===== config.mk =====
export PLATFORM = sky130hd
export DESIGN_NAME = tern_sched
export DESIGN_NICKNAME = d
export VERILOG_FILES = /design/src/rtl/tern_pkg.sv /design/src/rtl/tern_rr_arb.sv /design/src/rtl/tern_sched.sv
export SDC_FILE = /design/constraint.sdc
export NUM_CORES = 1
export LEC_CHECK = 0
export ABC_AREA = 1
export BUFFER_PORTS_ARGS = -buffer_cell sky130_fd_sc_hd__clkbuf_2
export CORE_MARGIN = 5
export CORE_UTILIZATION = 45
export CTS_CLUSTER_DIAMETER = 120
export CTS_CLUSTER_SIZE = 10
export DETAILED_ROUTE_END_ITERATION = 12
export GPL_ROUTABILITY_DRIVEN = 0
export PLACE_DENSITY = 0.69
export SYNTH_ARGS = -nofsm -noshare
export SYNTH_HDL_FRONTEND = slang
export SYNTH_HIERARCHICAL = 1
export SYNTH_SLANG_ARGS = --single-unit
export TNS_END_PERCENT = 50

===== constraint.sdc =====
create_clock -name clk -period 2.5 [get_ports clk]
set_input_delay 0 -clock clk [delete_from_list [all_inputs] [get_ports clk]]
set_output_delay 0 -clock clk [all_outputs]
set_load 0.02 [all_outputs]

===== src/rtl/tern_pkg.sv =====
// Shared definitions for the tern_sched engine scheduler: data widths,
// command opcode nibbles, the requester op encoding and the FSM states.
package tern_pkg;

    localparam int IN_W  = 16;
    localparam int CFG_W = 7;
    localparam int CNT_W = 4;

    localparam logic [3:0] NIB_LOAD = 4'hA;
    localparam logic [3:0] NIB_MULT = 4'hF;
    localparam logic [3:0] NIB_OUT  = 4'hB;

    typedef enum logic [1:0] {
        OP_LOAD = 2'd0,
        OP_MULT = 2'd1,
        OP_OUT  = 2'd2,
        OP_RSVD = 2'd3
    } op_e;

    typedef enum logic [2:0] {
        ST_IDLE   = 3'd0,
        ST_ISSUE  = 3'd1,
        ST_STREAM = 3'd2,
        ST_DRAIN  = 3'd3,
        ST_WAIT   = 3'd4
    } state_e;

    // Command word placed on the engine bus in the ISSUE cycle.
    // A reserved opcode never reaches the engine, so it maps to zero.
    function automatic logic [IN_W-1:0] cmd_word(input op_e op,
                                                 input logic [CFG_W-1:0] cfg,
                                                 input logic [CNT_W-1:0] cnt);
        logic [IN_W-1:0] w;
        case (op)
            OP_LOAD: w = {NIB_LOAD, cfg, 1'b0, cnt};
            OP_MULT: w = {NIB_MULT, 8'h00, cnt};
            OP_OUT:  w = {NIB_OUT, 12'h000};
            default: w = '0;
        endcase
        return w;
    endfunction

endpackage


===== src/rtl/tern_rr_arb.sv =====
// Two-way round-robin arbiter. The pointer names the requester that wins a
// tie; it moves to the other requester whenever a grant is accepted.
module tern_rr_arb (
    input  logic       clk,
    input  logic       rst_n,
    input  logic [1:0] i_req,
    input  logic       i_accept,
    output logic [1:0] o_gnt
);

    logic r_ptr;

    // One-hot grant: a lone request wins outright, a tie goes to the pointer.
    always_comb begin
        o_gnt = i_req;
        if (i_req == 2'b11) begin
            o_gnt = r_ptr ? 2'b10 : 2'b01;
        end
    end

    // Favour the requester that was not just served.
    always_ff @(posedge clk or negedge rst_n) begin
        if (!rst_n) begin
            r_ptr <= 1'b0;
        end else if (i_accept) begin
            r_ptr <= o_gnt[0];
        end
    end

endmodule


===== src/rtl/tern_sched.sv =====
// tern_sched: arbitrates two requesters onto a single non-stallable engine.
// Each accepted command is issued as one command word, optionally followed
// by a payload stream, a pipeline drain, or a wait for engine completion.
// Every output is a register loaded with the value belonging to the state
// being entered, so outputs line up with the state they describe.
module tern_sched
    import tern_pkg::*;
#(
    parameter int DRAIN   = 3,
    parameter int TIMEOUT = 255
) (
    input  logic                clk,
    input  logic                rst_n,
    input  logic [1:0]          req_valid,
    input  logic [3:0]          req_op,
    input  logic [2*CFG_W-1:0]  req_cfg,
    input  logic [2*CNT_W-1:0]  req_cnt,
    output logic [1:0]          req_ready,
    input  logic [1:0]          dat_valid,
    input  logic [2*IN_W-1:0]   dat_word,
    output logic [1:0]          dat_ready,
    output logic [IN_W-1:0]     eng_word,
    input  logic                eng_done,
    output logic                grant,
    output logic                busy,
    output logic                err
);

    localparam logic [7:0] DRAIN_LAST = 8'(DRAIN - 1);
    localparam logic [7:0] WD_LAST    = 8'(TIMEOUT - 1);

    state_e           r_state;
    state_e           w_next;
    op_e              r_op;
    logic [CNT_W-1:0] r_cnt;
    logic [CNT_W-1:0] r_beat;
    logic [7:0]       r_tick;
    logic             r_grant;
    logic             r_busy;
    logic             r_err;
    logic [IN_W-1:0]  r_eng_word;
    logic [1:0]       r_req_ready;
    logic [1:0]       r_dat_ready;

    logic [1:0]       w_gnt_oh;
    logic             w_accept;
    logic             w_sel;
    op_e              w_sel_op;
    logic [CFG_W-1:0] w_sel_cfg;
    logic [CNT_W-1:0] w_sel_cnt;
    logic             w_cur_vld;
    logic [IN_W-1:0]  w_cur_word;
    logic             w_wd_expired;
    logic             w_set_err;
    logic [IN_W-1:0]  w_eng_word;
    logic [1:0]       w_dat_ready;

    tern_rr_arb u_arb (
        .clk      (clk),
        .rst_n    (rst_n),
        .i_req    (req_valid),
        .i_accept (w_accept),
        .o_gnt    (w_gnt_oh)
    );

    // Pick out the arbitration winner's command and the owner's payload lane.
    always_comb begin
        w_sel      = w_gnt_oh[1];
        w_sel_op   = op_e'(w_sel ? req_op[3:2] : req_op[1:0]);
        w_sel_cfg  = w_sel ? req_cfg[2*CFG_W-1:CFG_W] : req_cfg[CFG_W-1:0];
        w_sel_cnt  = w_sel ? req_cnt[2*CNT_W-1:CNT_W] : req_cnt[CNT_W-1:0];
        w_cur_vld  = r_grant ? dat_valid[1] : dat_valid[0];
        w_cur_word = r_grant ? dat_word[2*IN_W-1:IN_W] : dat_word[IN_W-1:0];
    end

    // Next state plus the output values that belong to that next state.
    always_comb begin
        w_next       = r_state;
        w_accept     = 1'b0;
        w_set_err    = 1'b0;
        w_eng_word   = '0;
        w_dat_ready  = 2'b00;
        w_wd_expired = (r_tick == WD_LAST);

        case (r_state)
            ST_IDLE: begin
                if (|req_valid) begin
                    w_accept = 1'b1;
                    w_next   = ST_ISSUE;
                end
            end
            ST_ISSUE: begin
                case (r_op)
                    OP_LOAD, OP_MULT: w_next = ST_STREAM;
                    OP_OUT:           w_next = ST_WAIT;
                    default: begin
                        w_next    = ST_IDLE;
                        w_set_err = 1'b1;
                    end
                endcase
            end
            ST_STREAM: begin
                if (r_op == OP_MULT) begin
                    if (r_beat == r_cnt) begin
                        w_next = (DRAIN == 0) ? ST_IDLE : ST_DRAIN;
                    end
                end else if (eng_done) begin
                    w_next = ST_IDLE;
                end else if (w_wd_expired) begin
                    w_next    = ST_IDLE;
                    w_set_err = 1'b1;
                end
            end
            ST_DRAIN: begin
                if (r_tick == DRAIN_LAST) begin
                    w_next = ST_IDLE;
                end
            end
            ST_WAIT: begin
                if (eng_done) begin
                    w_next = ST_IDLE;
                end else if (w_wd_expired) begin
                    w_next    = ST_IDLE;
                    w_set_err = 1'b1;
                end
            end
            default: w_next = ST_IDLE;
        endcase

        // The engine cannot stall: a missing beat still goes out, as zero.
        if (w_next == ST_ISSUE) begin
            w_eng_word = cmd_word(w_sel_op, w_sel_cfg, w_sel_cnt);
        end else if (w_next == ST_STREAM) begin
            w_eng_word           = w_cur_vld ? w_cur_word : '0;
            w_dat_ready[r_grant] = w_cur_vld;
            if (!w_cur_vld) begin
                w_set_err = 1'b1;
            end
        end
    end

    // State, latched command context, beat counter and watchdog.
    always_ff @(posedge clk or negedge rst_n) begin
        if (!rst_n) begin
            r_state <= ST_IDLE;
            r_op    <= OP_LOAD;
            r_cnt   <= '0;
            r_grant <= 1'b0;
            r_beat  <= '0;
            r_tick  <= '0;
        end else begin
            r_state <= w_next;
            if (w_accept) begin
                r_op    <= w_sel_op;
                r_cnt   <= w_sel_cnt;
                r_grant <= w_sel;
            end
            if (r_state != ST_STREAM) begin
                r_beat <= '0;
            end else begin
                r_beat <= r_beat + 1'b1;
            end
            if (w_next != r_state) begin
                r_tick <= '0;
            end else if (r_tick != 8'hFF) begin
                r_tick <= r_tick + 1'b1;
            end
        end
    end

    // Registered outputs; err is sticky until reset.
    always_ff @(posedge clk or negedge rst_n) begin
        if (!rst_n) begin
            r_busy      <= 1'b0;
            r_err       <= 1'b0;
            r_eng_word  <= '0;
            r_req_ready <= 2'b00;
            r_dat_ready <= 2'b00;
        end else begin
            r_busy      <= (w_next != ST_IDLE);
            r_eng_word  <= w_eng_word;
            r_req_ready <= w_accept ? w_gnt_oh : 2'b00;
            r_dat_ready <= w_dat_ready;
            if (w_set_err) begin
                r_err <= 1'b1;
            end
        end
    end

    assign eng_word  = r_eng_word;
    assign req_ready = r_req_ready;
    assign dat_ready = r_dat_ready;
    assign grant     = r_grant;
    assign busy      = r_busy;
    assign err       = r_err;

endmodule

# After elaboration in Yosys (flattened, before gate mapping)
# Cells that the tools add are included.
# op_classes
add_sub_neg	2
mul	0
n_div	0
order_cmp	2
eq_ne	17
shifts	0
n_mux	37
bitwise_logic	1
reduce_logical	9
# op_table
operator	n
two-way mux 16 bit	4
one-hot mux 16 bit (3 select lines)	1
two-way mux 3 bit	6
two-way mux 8 bit	2
one-hot mux 3 bit (5 select lines)	1
two-way mux 2 bit	6
two-way mux 1 bit	11
equality test 3 x 2 -> 1 bit (second input constant)	3
adder 8 x 1 -> 8 bit (second input constant)	1
equality test 8 x 2 -> 1 bit (second input constant)	1
equality test 8 bit (second input constant)	1
two-way mux 4 bit	2
!= test 8 bit (second input constant)	1
two-way mux 7 bit	1
equality test 2 bit (second input constant)	3
equality test 3 x 1 -> 1 bit (second input constant)	2
one-hot mux 3 bit (2 select lines)	1
adder 4 x 1 -> 4 bit (second input constant)	1
equality test 2 x 1 -> 1 bit (second input constant)	2
equality test 4 bit	1
logical NOT 2 bit	2
OR reduction 2 bit	2
equality test 3 bit (second input constant)	1
logical NOT 3 bit	1
other kinds (11)	11
# word_totals
ff_bits	45
latch_bits	0
mem_bits_rw	0
rom_bits	0
in_bits	65
out_inout_bits	23
wordCells	80
n_memories	0

# Logic depth before layout (Yosys ltp)
# logic_depth
word_depth	8
ltp_mapped	12
ltp_nobuf	11

# Cells and area by module
# The synthesis kept the hierarchy.
# modules_own_cells
module	instances	cells_per_inst	area_per_inst_um2	seq_area_each_um2
tern_sched	1	319	2605.0	1101.1
tern_rr_arb	1	9	62.6	25.0

# Worst setup path before layout
# Ideal clock, no wire load.
# synth_path
path_type	reg-to-reg
start	register u_arb.r_ptr
end	register r_eng_word[0] (netlist: eng_word[0])
setup_time_ps	78
arrival_time_ps	2012
required_time_ps	2422
slack_ps	410
stages_incl_launch_ff	13
n_path_buf	1
synth_period_minus_slack_ps	2090
cell_sequence	dfrtp_1 inv_1 a21boi_1 inv_1 or2_2 o21ai_0 inv_1 ha_1 clkbuf_1 nor2_1 o21ai_1 a21oi_1 o21bai_1
# synth_between
elab_chain_len	6
elab_cells_between_ends	9
classes_between	2 x eq/ne; 6 x mux; 1 x reduce/logical
# synth_rtl
element	line	text
from (decl)	tern_rr_arb.sv:11	logic r_ptr;
from (signal assigned)	tern_rr_arb.sv:26	r_ptr <= o_gnt[0];
two-way mux 2 bit *	tern_rr_arb.sv:17	o_gnt = r_ptr ? 2'b10 : 2'b01;
two-way mux 2 bit *	tern_rr_arb.sv:16	if (i_req == 2'b11) begin
named net w_gnt_oh[1]	tern_sched.sv:45	logic [1:0] w_gnt_oh;
two-way mux 2 bit *	tern_sched.sv:69	w_sel_op = op_e'(w_sel ? req_op[3:2] : req_op[1:0]);
named net w_sel_op[0]	tern_sched.sv:48	op_e w_sel_op;
equality test 2 bit (tied with other cells)	tern_pkg.sv:34	case (op)
one-hot mux 16 bit (3 select lines) *	tern_pkg.sv:34	
two-way mux 16 bit *	tern_sched.sv:131	if (w_next == ST_ISSUE) begin
named net w_eng_word[0]	tern_sched.sv:55	logic [IN_W-1:0] w_eng_word;
to (signal assigned)	tern_sched.sv:181	r_eng_word <= w_eng_word;
to (decl)	tern_sched.sv:41	logic [IN_W-1:0] r_eng_word;
# The timed path passes the listed nets; every way through them passes the cells marked *.
# A chain may end at the register's enable or synchronous reset.

# Worst setup path after layout
# layout_path
start	register u_arb.r_ptr
end	register r_eng_word[1] (netlist: eng_word[1])
# Same word-level chain as after synthesis.

==> report_table.html <==
<table>
<tr><th>Metric</th><th>Value</th></tr>
<tr><th colspan="2">Clock network</th></tr>
<tr><td>Clk pin slew, worst setup/hold paths</td><td>0.09 ns</td></tr>
<tr><td>CTS Buf Count</td><td>5</td></tr>
<tr><td>Number of sinks on the clock net</td><td>45</td></tr>
<tr><td>Clock tree root driver cell</td><td>clkbuf_8</td></tr>
<tr><td>CTS H-tree depth</td><td>2</td></tr>
<tr><td>Clock insertion delay at the later pin of the skew report</td><td>0.30 ns</td></tr>
<tr><td>Clock tree from TritonCTS</td><td>yes</td></tr>
<tr><td>Clock buffer depth</td><td>2</td></tr>
<tr><td>Setup Buffers After CTS</td><td>0</td></tr>
<tr><th colspan="2">Global route</th></tr>
<tr><td>Antenna violations before repair</td><td>0</td></tr>
<tr><td>Wire length of the first global-routing pass</td><td>11400 um</td></tr>
<tr><td>Number of global-route vias before repair</td><td>2554</td></tr>
<tr><td>Maximum number of pins on one net before global-route repair</td><td>46</td></tr>
<tr><td>Total routing usage reported by global routing</td><td>0.191</td></tr>
<tr><td>Overflow after GRT</td><td>0</td></tr>
<tr><th colspan="2">Timing</th></tr>
<tr><td>Max-slew headroom</td><td>0.619</td></tr>
<tr><td>Achievable clock frequency</td><td>0.450 GHz</td></tr>
<tr><td>Unrepaired setup endpoints after global routing</td><td>true</td></tr>
<tr><td>Summed negative setup slack over all endpoints</td><td>0 ns</td></tr>
<tr><td>Period minus WS final</td><td>2.22 ns</td></tr>
<tr><td>Post-route clock skew</td><td>0.0148 ns</td></tr>
<tr><td>Final setup violation count</td><td>0</td></tr>
<tr><td>Final Cycle Share</td><td>0.889</td></tr>
<tr><td>Number of hold-slack violations in the final timing report</td><td>0</td></tr>
<tr><td>Final count of pins violating max slew</td><td>0</td></tr>
<tr><td>Slew at the pin closest to its max-slew limit</td><td>0.571 ns</td></tr>
<tr><th colspan="2">Floorplanning</th></tr>
<tr><td>Std cell rows</td><td>28</td></tr>
<tr><td>Core footprint</td><td>5850 sq um</td></tr>
<tr><td>Full die area</td><td>7570 sq um</td></tr>
<tr><td>Die X-Extent</td><td>87.0 um</td></tr>
<tr><td>Vertical die dimension</td><td>87.0 um</td></tr>
<tr><td>Initial Util</td><td>0.456</td></tr>
<tr><td>Count of pins on the block boundary</td><td>88</td></tr>
<tr><th colspan="2">Finish</th></tr>
<tr><td>Ratio of cells with drive above 1 in the final layout</td><td>0.355</td></tr>
<tr><td>Utilization after layout</td><td>0.569</td></tr>
<tr><td>Commonest non-fill, non-tap cell in the layout</td><td>clkbuf_2</td></tr>
<tr><td>Area occupied by multi-input gates</td><td>1350 sq um</td></tr>
<tr><td>Most frequent cells in the layout</td><td>clkbuf_2, nand2_1, dfrtp_1, nor2_1, inv_1</td></tr>
<tr><td>Number of nets in the layout</td><td>495</td></tr>
<tr><td>Diodes inserted</td><td>0</td></tr>
<tr><td>Reg area</td><td>1130 sq um</td></tr>
<tr><td>Layout overhead on the synthesized area</td><td>24.8%</td></tr>
<tr><td># fillers</td><td>527</td></tr>
<tr><th colspan="2">Logic synthesis</th></tr>
<tr><td>Total nets after synthesis</td><td>400</td></tr>
<tr><td>Number of cells produced by synthesis</td><td>328</td></tr>
<tr><td>Synth Warn #</td><td>6</td></tr>
<tr><td>Proportion of synthesized chip area in sequential cells</td><td>0.422</td></tr>
<tr><td>Synth Cell Area</td><td>2670 sq um</td></tr>
<tr><td>Distinct cells, synth</td><td>34</td></tr>
<tr><td>Mean instance size in the synthesized netlist</td><td>8.13 sq um</td></tr>
<tr><td>Post-synthesis sequential element count</td><td>45</td></tr>
<tr><th colspan="2">Placed design</th></tr>
<tr><td>Number of port buffers</td><td>87</td></tr>
<tr><td>Half-perimeter wire length after detailed placement</td><td>5210 um</td></tr>
<tr><th colspan="2">Worst setup path</th></tr>
<tr><td>Max FO, Critical Path</td><td>8</td></tr>
<tr><td>Crit path max-delay family</td><td>compound AO/OA/AOI/OAI gates</td></tr>
<tr><td>Required time at the endpoint of the critical path</td><td>2.72 ns</td></tr>
<tr><td>Arrival time worst endpoint</td><td>2.45 ns</td></tr>
<tr><td>Standard cell with the maximum stage delay on the critical path</td><td>dfrtp_1</td></tr>
<tr><td>CP Buf/Inv Count</td><td>3</td></tr>
<tr><td>Type of destination of the critical path</td><td>flop</td></tr>
<tr><td>Delay of the slowest cell on the worst path</td><td>0.38 ns</td></tr>
<tr><td>Critical setup path kind</td><td>reg -&gt; reg</td></tr>
<tr><td>CP dominant cell by count</td><td>inv_1</td></tr>
<tr><td>Kind of launch point of the worst setup path</td><td>flop</td></tr>
<tr><td>Critical-path cell list</td><td>inv_1 -&gt; a21boi_1 -&gt; inv_1 -&gt; or2_2 -&gt; o21ai_0 -&gt; inv_1 -&gt; ha_2 -&gt; nor2_1 -&gt; o21ai_1 -&gt; a21oi_1 -&gt; o21bai_1</td></tr>
<tr><th colspan="2">Routing</th></tr>
<tr><td>Number of design rule violations left after detail routing</td><td>0</td></tr>
<tr><td>Total wirelength of the detailed-routed design</td><td>6740 um</td></tr>
<tr><td>Routed wire length per instance</td><td>13.5 um</td></tr>
<tr><td>Post-detailed-route via-to-cell ratio</td><td>4.91</td></tr>
<tr><td>Detailed-routing iteration count for the pre-antenna-repair pass</td><td>4</td></tr>
<tr><td>Number of nets with antenna violations after routing</td><td>0</td></tr>
<tr><td>Iteration-0 DRC count of the detailed router</td><td>108</td></tr>
<tr><td>Vias</td><td>2447</td></tr>
<tr><th colspan="2">Power and ir drop</th></tr>
<tr><td>Register share of total power</td><td>0.344</td></tr>
<tr><td>Switching share of total power</td><td>0.459</td></tr>
<tr><td>Combinational power share</td><td>0.505</td></tr>
<tr><td>Internal power component</td><td>1680 uW</td></tr>
<tr><td>Relative contribution of the clock network to total power</td><td>0.151</td></tr>
<tr><td>Switching power</td><td>1420 uW</td></tr>
<tr><td>Maximum ir drop on the vdd rail</td><td>0.572 mV</td></tr>
<tr><td>Total power</td><td>3100 uW</td></tr>
<tr><td>Leakage</td><td>0.00171 uW</td></tr>
<tr><td>Power per unit of standard cell area</td><td>932 nW/um^2</td></tr>
<tr><th colspan="2">Hold path</th></tr>
<tr><td>Min-delay worst type</td><td>in -&gt; reg</td></tr>
<tr><th colspan="2">Run status</th></tr>
<tr><td>Result of the run</td><td>complete, no violations</td></tr>
<tr><th colspan="2">Job</th></tr>
<tr><td>Max-cap violations</td><td>0</td></tr>
</table>
worst paths after layout:
path,from,end,slack [ns],depth (start not counted)
max in group asynchronous,rst_n,req_ready[0],1.80,3
worst max-delay path,u_arb/r_ptr,eng_word[1],0.28,11
worst min-delay path,dat_word[17],eng_word[1],0.01,3
worst max register to register,u_arb/r_ptr,eng_word[1],0.28,11
worst min register to register,r_beat[0],r_beat[0],0.52,1
min in group asynchronous,rst_n,r_tick[4],0.32,3
metal layers:
metal  GRT usage  share of wire  up-vias
li1            -              -     1275
met1       0.241           0.43     1091
met3      0.0568          0.075        7
met4      0.0567          0.010        0
met5           0              0        -
met2       0.316           0.49       74
cells by family after synthesis:
| kind of cell | after synthesis | synth area share |
|---|---|---|
| and+or+nand+nor | 160 | 0.295 |
| AOI/OAI and AO/OA | 67 | 0.169 |
| buffers and inverters | 46 | 0.0718 |
| DFF | 45 | 0.422 |
| adders and majority gates | 7 | 0.0328 |
| xor gates and xnor gates | 3 | 0.00985 |
worst min-delay path, stage by stage:
cell,delay (ns)
clkbuf_2,0.07
o211ai_1,0.07
o21bai_1,0.13
state kept, by name, summed over array words and instances, names as in the netlist:
name,cells
busy,1
u_arb/r_ptr,1
dat_ready,2
r_tick,8
r_state,3
r_beat,4
err,1
req_ready,2
r_cnt,4
r_op,2
grant,1
eng_word,16
final cells by class:
| type | instances | share of cell area |
|---|---|---|
| Tap cell | 75 | 0.0282 |
| Clock buffer | 6 | 0.0248 |
| Sequential cell | 45 | 0.338 |
| Clock inverter | 1 | 0.00226 |
| Multi-Input combinational cell | 237 | 0.406 |
| Timing Repair Buffer | 98 | 0.159 |
| Inverter | 36 | 0.0406 |
through the flow:
stage	std cells	hold WS [ns]	area, sq um	setup WS [ns]
6_report	498	0.0141	3330	0.277
5_1_grt	498	0.0315	3330	-0.0191
4_1_cts	498	0.0120	3330	0.164
3_5_place_dp	486	0.130	3190	0.196
3_3_place_gp	486	0.125	3190	0.342
2_1_floorplan	328	-0.296	2670	0.410
power groups by stage:
stage	Sequential, uW	Clock (uW)	Combinational (uW)
2_1_floorplan	1200	0	1030
3_3_place_gp	1080	0	1540
3_5_place_dp	1080	0	1570
4_1_cts	1070	483	1580
5_1_grt	1090	511	1770
6_report	1070	470	1570
what timing repair did:
action	in CTS	in global routing
resized for setup	0	2
endpoints found under the hold margin	49	0
endpoints found under the setup margin	0	9
hold buffers	5	0
cells in the mapped netlist:
| cell | instances | area, sq um |
|---|---|---|
| a21boi_1 | 1 | 7.51 |
| a21oi_1 | 7 | 35.0 |
| and2_1 | 1 | 6.26 |
| buf_1 | 1 | 3.75 |
| buf_12 | 1 | 20.0 |
| buf_2 | 2 | 10.0 |
| clkbuf_1 | 6 | 22.5 |
| clkinv_1 | 1 | 3.75 |
| dfrtp_1 | 45 | 1130 |
| ha_1 | 7 | 87.6 |
| inv_1 | 32 | 120 |
| inv_2 | 3 | 11.3 |
| nand2_1 | 58 | 218 |
| nand2_2 | 8 | 50.1 |
| nand3_1 | 10 | 50.1 |
| nand3_2 | 2 | 20.0 |
| nand3_4 | 1 | 17.5 |
| nand4_1 | 2 | 12.5 |
| nand4_2 | 1 | 12.5 |
| nor2_1 | 33 | 124 |
| nor2_2 | 4 | 25.0 |
| nor2_4 | 3 | 33.8 |
| nor3_1 | 12 | 60.1 |
| nor4_1 | 7 | 43.8 |
| o211ai_1 | 18 | 135 |
| o21ai_0 | 25 | 125 |
| o21ai_1 | 1 | 5.00 |
| o21ai_2 | 1 | 8.76 |
| o21bai_1 | 5 | 37.5 |
| o21bai_2 | 8 | 90.1 |
| o22ai_1 | 1 | 6.26 |
| or2_2 | 18 | 113 |
| xnor2_1 | 1 | 8.76 |
| xor2_1 | 2 | 17.5 |
Power figures use the tool's default switching activity.
